--- config.mk ---
export PLATFORM = sky130hd
export DESIGN_NAME = run_detect_fsm
export DESIGN_NICKNAME = d
export VERILOG_FILES = /design/src/rtl/run_detect_fsm.sv
export SDC_FILE = /design/constraint.sdc
export NUM_CORES = 1
export LEC_CHECK = 0
export BUFFER_PORTS_ARGS = -buffer_cell sky130_fd_sc_hd__buf_2
export CORE_MARGIN = 3
export CORE_UTILIZATION = 30
export CTS_CLUSTER_SIZE = 12
export DETAILED_ROUTE_END_ITERATION = 6
export PLACE_DENSITY_LB_ADDON = 0.08
export SLEW_MARGIN = 20
export SYNTH_ARGS = -nofsm -noshare
export SYNTH_HDL_FRONTEND = slang
export SYNTH_SLANG_ARGS = --single-unit
--- constraint.sdc ---
create_clock -name clk_i -period 4.4 [get_ports clk_i]
set_input_delay 0.44 -clock clk_i [delete_from_list [all_inputs] [get_ports clk_i]]
set_output_delay 0.44 -clock clk_i [all_outputs]
set_load 0.02 [all_outputs]
--- src/rtl/run_detect_fsm.sv ---
// Multi-channel run-length detector: each channel flags when its w input has
// been high for a programmable number of consecutive enabled edges.
module run_detect_fsm #(
  parameter int CH    = 4,
  parameter int CNT_W = 4,
  parameter int HIT_W = 8
) (
  input  logic             clk_i,
  input  logic             reset_ni,
  input  logic             en_i,
  input  logic [CNT_W-1:0] thresh_i,
  input  logic             mode_i,
  input  logic [CH-1:0]    w_i,
  output logic [CH-1:0]    z_o,
  output logic [CH-1:0]    pulse_o,
  input  logic             clr_hits_i,
  output logic [HIT_W-1:0] hits_o
);

  typedef enum logic [1:0] {IDLE, RUN, HIT, LOCK} state_e;

  localparam logic [CNT_W-1:0] CNT_MAX = {CNT_W{1'b1}};
  localparam logic [HIT_W-1:0] HIT_MAX = {HIT_W{1'b1}};
  localparam int SUM_W = HIT_W + $clog2(CH + 1);

  state_e             state_q [CH];
  state_e             state_d [CH];
  logic [CNT_W-1:0]   cnt_q   [CH];
  logic [CNT_W-1:0]   cnt_d   [CH];
  logic [CNT_W-1:0]   cntInc  [CH];
  logic [CH-1:0]      pulse_q, pulse_d;
  logic [HIT_W-1:0]   hits_q, hits_d;
  logic [CNT_W-1:0]   thrEff;
  logic [SUM_W-1:0]   hitSum;

  assign thrEff = (thresh_i == '0) ? CNT_W'(1) : thresh_i;

  // Run length including the current w bit, saturating instead of wrapping.
  always_comb begin
    for (int i = 0; i < CH; i++) begin
      cntInc[i] = (cnt_q[i] == CNT_MAX) ? CNT_MAX : cnt_q[i] + CNT_W'(1);
    end
  end

  always_comb begin
    for (int i = 0; i < CH; i++) begin
      state_d[i] = state_q[i];
      cnt_d[i]   = cnt_q[i];
      pulse_d[i] = 1'b0;
      if (en_i) begin
        cnt_d[i] = w_i[i] ? cntInc[i] : '0;
        case (state_q[i])
          IDLE, RUN: begin
            if (!w_i[i]) begin
              state_d[i] = IDLE;
            end else if (cntInc[i] >= thrEff) begin
              state_d[i] = HIT;
              pulse_d[i] = 1'b1;
            end else begin
              state_d[i] = RUN;
            end
          end
          HIT:     state_d[i] = !w_i[i] ? IDLE : (mode_i ? LOCK : HIT);
          LOCK:    state_d[i] = w_i[i] ? LOCK : IDLE;
          default: state_d[i] = IDLE;
        endcase
      end
    end
  end

  // Pulses registered on this edge are the ones counted; a clear discards them.
  always_comb begin
    hitSum = SUM_W'(hits_q);
    for (int i = 0; i < CH; i++) begin
      hitSum = hitSum + SUM_W'(pulse_d[i]);
    end
    if (clr_hits_i) begin
      hits_d = '0;
    end else if (hitSum > SUM_W'(HIT_MAX)) begin
      hits_d = HIT_MAX;
    end else begin
      hits_d = hitSum[HIT_W-1:0];
    end
  end

  always_ff @(posedge clk_i or negedge reset_ni) begin
    if (!reset_ni) begin
      for (int i = 0; i < CH; i++) begin
        state_q[i] <= IDLE;
        cnt_q[i]   <= '0;
      end
      pulse_q <= '0;
      hits_q  <= '0;
    end else begin
      for (int i = 0; i < CH; i++) begin
        state_q[i] <= state_d[i];
        cnt_q[i]   <= cnt_d[i];
      end
      pulse_q <= pulse_d;
      hits_q  <= hits_d;
    end
  end

  always_comb begin
    for (int i = 0; i < CH; i++) begin
      z_o[i] = (state_q[i] == HIT);
    end
  end

  assign pulse_o = pulse_q;
  assign hits_o  = hits_q;

endmodule

---- After elaboration in Yosys (flattened, before gate mapping) ----
Cells that the tools add are included.
cells by class
  equal/unequal tests ..................... 16
  add/sub/neg operators ................... 8
  reductions and logical operators ........ 9
  magnitude comparators ................... 5
  muxes and demuxes ....................... 48
operator list
  kind                                                             count
  two-way mux 4 bit                                                9
  two-way mux 2 bit                                                16
  case mux 2 bit (3 select lines)                                  4
  two-way mux 1 bit                                                17
  adder 4 x 1 -> 4 bit (second input constant)                     4
  == test 2 bit (second input constant)                            8
  == test 4 bit (second input constant)                            4
  greater-or-equal comparator 4 bit                                4
  two-way mux 8 bit                                                2
  adder 10 x 1 -> 11 bit                                           1
  adder 11 x 1 -> 11 bit                                           1
  greater-than comparator 11 x 8 -> 1 bit (second input constant)  1
  adder 9 x 1 -> 10 bit                                            1
  adder 8 x 1 -> 9 bit                                             1
  == test 2 x 1 -> 1 bit (second input constant)                   4
  zero test 2 bit                                                  4
  OR reduction 2 bit                                               4
  zero test 4 bit                                                  1
storage, ports and cells
  output and inout bits ................... 16
  input bits .............................. 13
  register bits after elaboration ......... 36
  logic and storage cells ................. 96

---- Depth between registers and ports, before layout ----
  depth in word-level cells ............... 14
  mapped depth ............................ 16
  mapped depth without buffers ............ 16

---- Least setup slack after synthesis ----
No wires, ideal clock.
  kind .................................... reg2reg
  from .................................... register cnt_q[12] (netlist name)
  to ...................................... register hits_q[4], in the netlist hits_o[4]
  cell stages (with the launch flop) ...... 17
  setup time .............................. 0.078 ns
  buffers on the path ..................... 0
  data required time ...................... 4.322 ns
  slack ................................... 0.986 ns
  period minus slack after synthesis ...... 3.414 ns
  arrival time ............................ 3.336 ns
  cells stage by stage .................... dfrtp_1 -> ha_1 -> nand3_1 -> and2_1 -> ha_1 -> nor2b_1 -> o221ai_1 -> o2111a_1 -> and4_1 -> fa_1 -> inv_1 -> fa_1 -> inv_1 -> fa_1 -> nand3_1 -> xor2_1 -> a21oi_1
on the way
  word-level cells in the longest chain between the ends .. 14
  elaborated cells between the ends (all ways) .. 15
  those cells by class .................... add/sub: 5; order compare: 2; eq/ne: 1; mux: 7
ends and longest elaborated chain
  item                                                   line  RTL
  start: declaration                                     28    logic [CNT_W-1:0] cnt_q [CH];
  start signal: indexed assignment                       97    cnt_q[i] <= cnt_d[i];
  adder 4 x 1 -> 4 bit or == test 4 bit (tied branches)  41    cntInc[i] = (cnt_q[i] == CNT_MAX) ? CNT_MAX : cnt_q[i] + CNT_W'(1);
  two-way mux 4 bit (*)                                  41
  greater-or-equal comparator 4 bit (*)                  56    end else if (cntInc[i] >= thrEff) begin
  two-way mux 1 bit (*)                                  56
  two-way mux 1 bit (*)                                  54    if (!w_i[i]) begin
  two-way mux 1 bit (*)                                  52    case (state_q[i])
  two-way mux 1 bit (*)                                  50    if (en_i) begin
  net pulse_d[0]                                         31    logic [CH-1:0] pulse_q, pulse_d;
  adder 8 x 1 -> 9 bit (*)                               75    hitSum = hitSum + SUM_W'(pulse_d[i]);
  adder 9 x 1 -> 10 bit (*)                              75
  adder 10 x 1 -> 11 bit (*)                             75
  adder 11 x 1 -> 11 bit (*)                             75
  greater-than comparator 11 x 8 -> 1 bit                79    end else if (hitSum > SUM_W'(HIT_MAX)) begin
  two-way mux 8 bit (*)                                  79
  two-way mux 8 bit (*)                                  77    if (clr_hits_i) begin
  net hits_d[4]                                          32    logic [HIT_W-1:0] hits_q, hits_d;
  end signal: assignment                                 100   hits_q <= hits_d;
  end: declaration                                       32
Mark *: on every way through the listed nets, which the timed path passes. The rest lies on a longest branch.
A chain may end at the register's enable or synchronous reset.

---- Worst setup path after layout ----
  from .................................... register cnt_q[13] (netlist name)
  to ...................................... register hits_q[0], in the netlist hits_o[0]
Same word-level chain as after synthesis.

==> metrics.csv <==
metric,value,unit
regArea,900.9,µm²
die_w,92.07,µm
endpoint_kind,register,
synthArstFlopShare,1.000,
h-tree-depth,2,
start_util,0.3183,
status,completed,
dp_cells,344,
power.total,0.8643,mW
cts_buffers,5,
min_path_type,input port to async pin,
io_pins,29,
max_freq,263.9,MHz
drt-met1-wl,2685,µm
ys_seq_area_frac,0.4054,
rr_endpoint,hits_o[0],
synth_nets,257,
ir_drop,0.1037,mV
die_area,0.008476,mm²
fin_nets,288,
drt_iter0_drc,85,
drv_cap,0,
place_ws,0.5866,ns
drtAntennaViolNets,0,
n_antenna_cell,0,
worstSkewPairLatency,0.29,ns
wl_met2,2317,µm
cts-root-buf,clkbuf_8,
syn_area_per_cell,9.920,µm²
syn2layout_area_growth,16.05,%
syn-instance-count,224,
crit_arrival,4.01,ns
overflow,0,
ff2ff_path_depth,15,
path_clk_slew,0.08,ns
fin_ws,0.6102,ns
grt_use_total,0.1319,
ys_ff_latch,36,
cp-start-kind,register,
wl_per_cell,14.94,µm
r2r_start,cnt_q[13],
cts.sinks,36,
period_needed,3.790,ns
cts_resized,0,
yosys_warnings,0,
coreArea,0.006982,mm²
cellPowerDensity,335.2,mW/mm²
setup_violations,0,
cts_setup_buffers,0,
cts_hold_buffers,0,
clockBufferDepth,2,
post-route-period-util,0.8613,
post_drt_via_cell_ratio,5.054,
grt_pass1_wl,8956,µm
cts_tree,yes,
rows,30,
synth_cell_type_count,50,
fin_tns_setup,0,ns
vias,1779,
port_buffers,28,
crit_fanout,6,
place_congestion,0.7297,
antenna_found_initial,0,
drive_above_1_share,0.1836,
worstMarginPinSlew,0.8515,ns
r2r_slack,0.61,ns
final_hold_viol_count,0,
drt-pass1-iter-count,4,
multi_input_area,0.001231,mm²
worstPathRequired,4.62,ns
slew_viol_final,0,
drcViolationCount,0,
ys.flop_type,dfrtp_1,
fillers,736,
slew_headroom,0.4323,
grt_pass1_vias,1773,
grt_max_degree,37,
dr.max_layer_used,met4,
drt_wl_total,5260,µm
post-route-util,0.3694,
place_hpwl,3896,µm
syn-cell-area,0.002222,mm²
dr_wl_met3,185,µm
criticalPathCategory,register to register,
rsz0062_at_grt,no,
finClkSkew,0.007392,ns
instances_no_fill,352,
p_leak,1.220,nW
synth_enable_flop_cells,0,
die_h,92.07,µm
## cell usage after synthesis (3+ instances only)
library cell	n	area, µm²
a21oi_1	15	75.07
xor2_1	3	26.28
nand2b_1	7	43.79
fa_1	3	60.06
clkbuf_1	4	15.01
o2bb2ai_1	4	35.03
nand2_1	5	18.77
nor3_1	5	25.02
inv_1	19	71.32
a22o_1	8	70.07
and2_1	8	50.05
mux2i_1	5	50.05
nor2b_1	5	31.28
or2_2	4	25.02
o21ai_0	5	25.02
nand3_1	11	55.05
ha_1	17	212.7
and4_1	3	26.28
nor2_1	14	52.55
a31oi_1	3	18.77
a211oi_1	3	22.52
dfrtp_1	36	900.9
## kinds of logic (layout without fill, tap and decap cells)
group | after synthesis | in the layout | share of synthesized area
compound gates | 58 | 58 | 0.1914
xor+xnor | 4 | 4 | 0.01577
fa+ha+maj | 20 | 20 | 0.1227
buf+inv | 24 | 56 | 0.04054
flops | 36 | 36 | 0.4054
mux | 6 | 6 | 0.02759
simple gates | 76 | 76 | 0.1965
## routing by layer
metal	track usage	vias up
met5	0	-
met4	0.04084	0
met3	0.02789	6
met2	0.2026	33
met1	0.1852	849
li1	-	891
## how the worst max path moves through the flow
stage | start | to | slack (ns) | cells past startpoint
2_1_floorplan | cnt_q[12] | hits_o[4] | 0.99 | 16
3_3_place_gp | thresh_i[1] | hits_o[0] | 0.59 | 15
3_5_place_dp | thresh_i[1] | hits_o[2] | 0.59 | 15
4_1_cts | cnt_q[12] | hits_o[0] | 0.61 | 15
5_1_grt | cnt_q[4] | hits_o[3] | 0.27 | 15
6_report | cnt_q[13] | hits_o[0] | 0.61 | 15
## registers in the layout (all words and copies together), names as in the netlist
name / cells
pulse_o: 4
hits_o: 8
state_q: 8
cnt_q: 16
## power by group
part / internal, mW / leakage (nW) / switching (mW) / total [mW]
clock network: 0.168 / 0.0552 / 0.128 / 0.297
registers: 0.357 / 0.482 / 0.0220 / 0.379
logic: 0.0834 / 0.683 / 0.105 / 0.188
## cells in the final DEF, fill, tap and decap left out, drive strengths merged, types with 3 or more instances in the layout
master	n
a21oi	15
fa	3
nand3	11
ha	17
mux2i	5
or2	5
o21ai	5
nand2	5
buf	29
inv	19
a31oi	3
dfrtp	36
clkbuf	6
a22o	8
nor3	5
nand2b	7
nor2b	5
o2bb2ai	4
and4	3
nor2	14
and2	8
a211oi	3
xor2	3
## through the flow
stage               hold WS (ns)  cell area (µm²)
global route              0.3205             2579
finish                    0.2525             2579
floorplan                 0.1444             2222
detailed placement        0.5146             2471
CTS                       0.2971             2579
global placement          0.5089             2471
## layout make-up
type                       instances  area share
tap                               96     0.04658
sequential                        36      0.3493
clock inverter                     2     0.01359
timing repair buffer              29     0.05725
clock buffer                       6     0.02814
inverter                          19     0.02766
multi-input combinational        164      0.4774
## critical path: stages (launching register included)
cell	delay, ns
dfrtp_1	0.39
ha_1	0.22
nand3_1	0.10
and2_1	0.19
ha_1	0.29
nor2b_1	0.15
o221ai_1	0.14
o2111a_1	0.20
and4_1	0.25
fa_1	0.51
inv_1	0.05
fa_1	0.38
inv_1	0.08
fa_1	0.29
nand3_1	0.27
a21oi_1	0.22
Note: power is estimated with default switching activity, not from simulation.
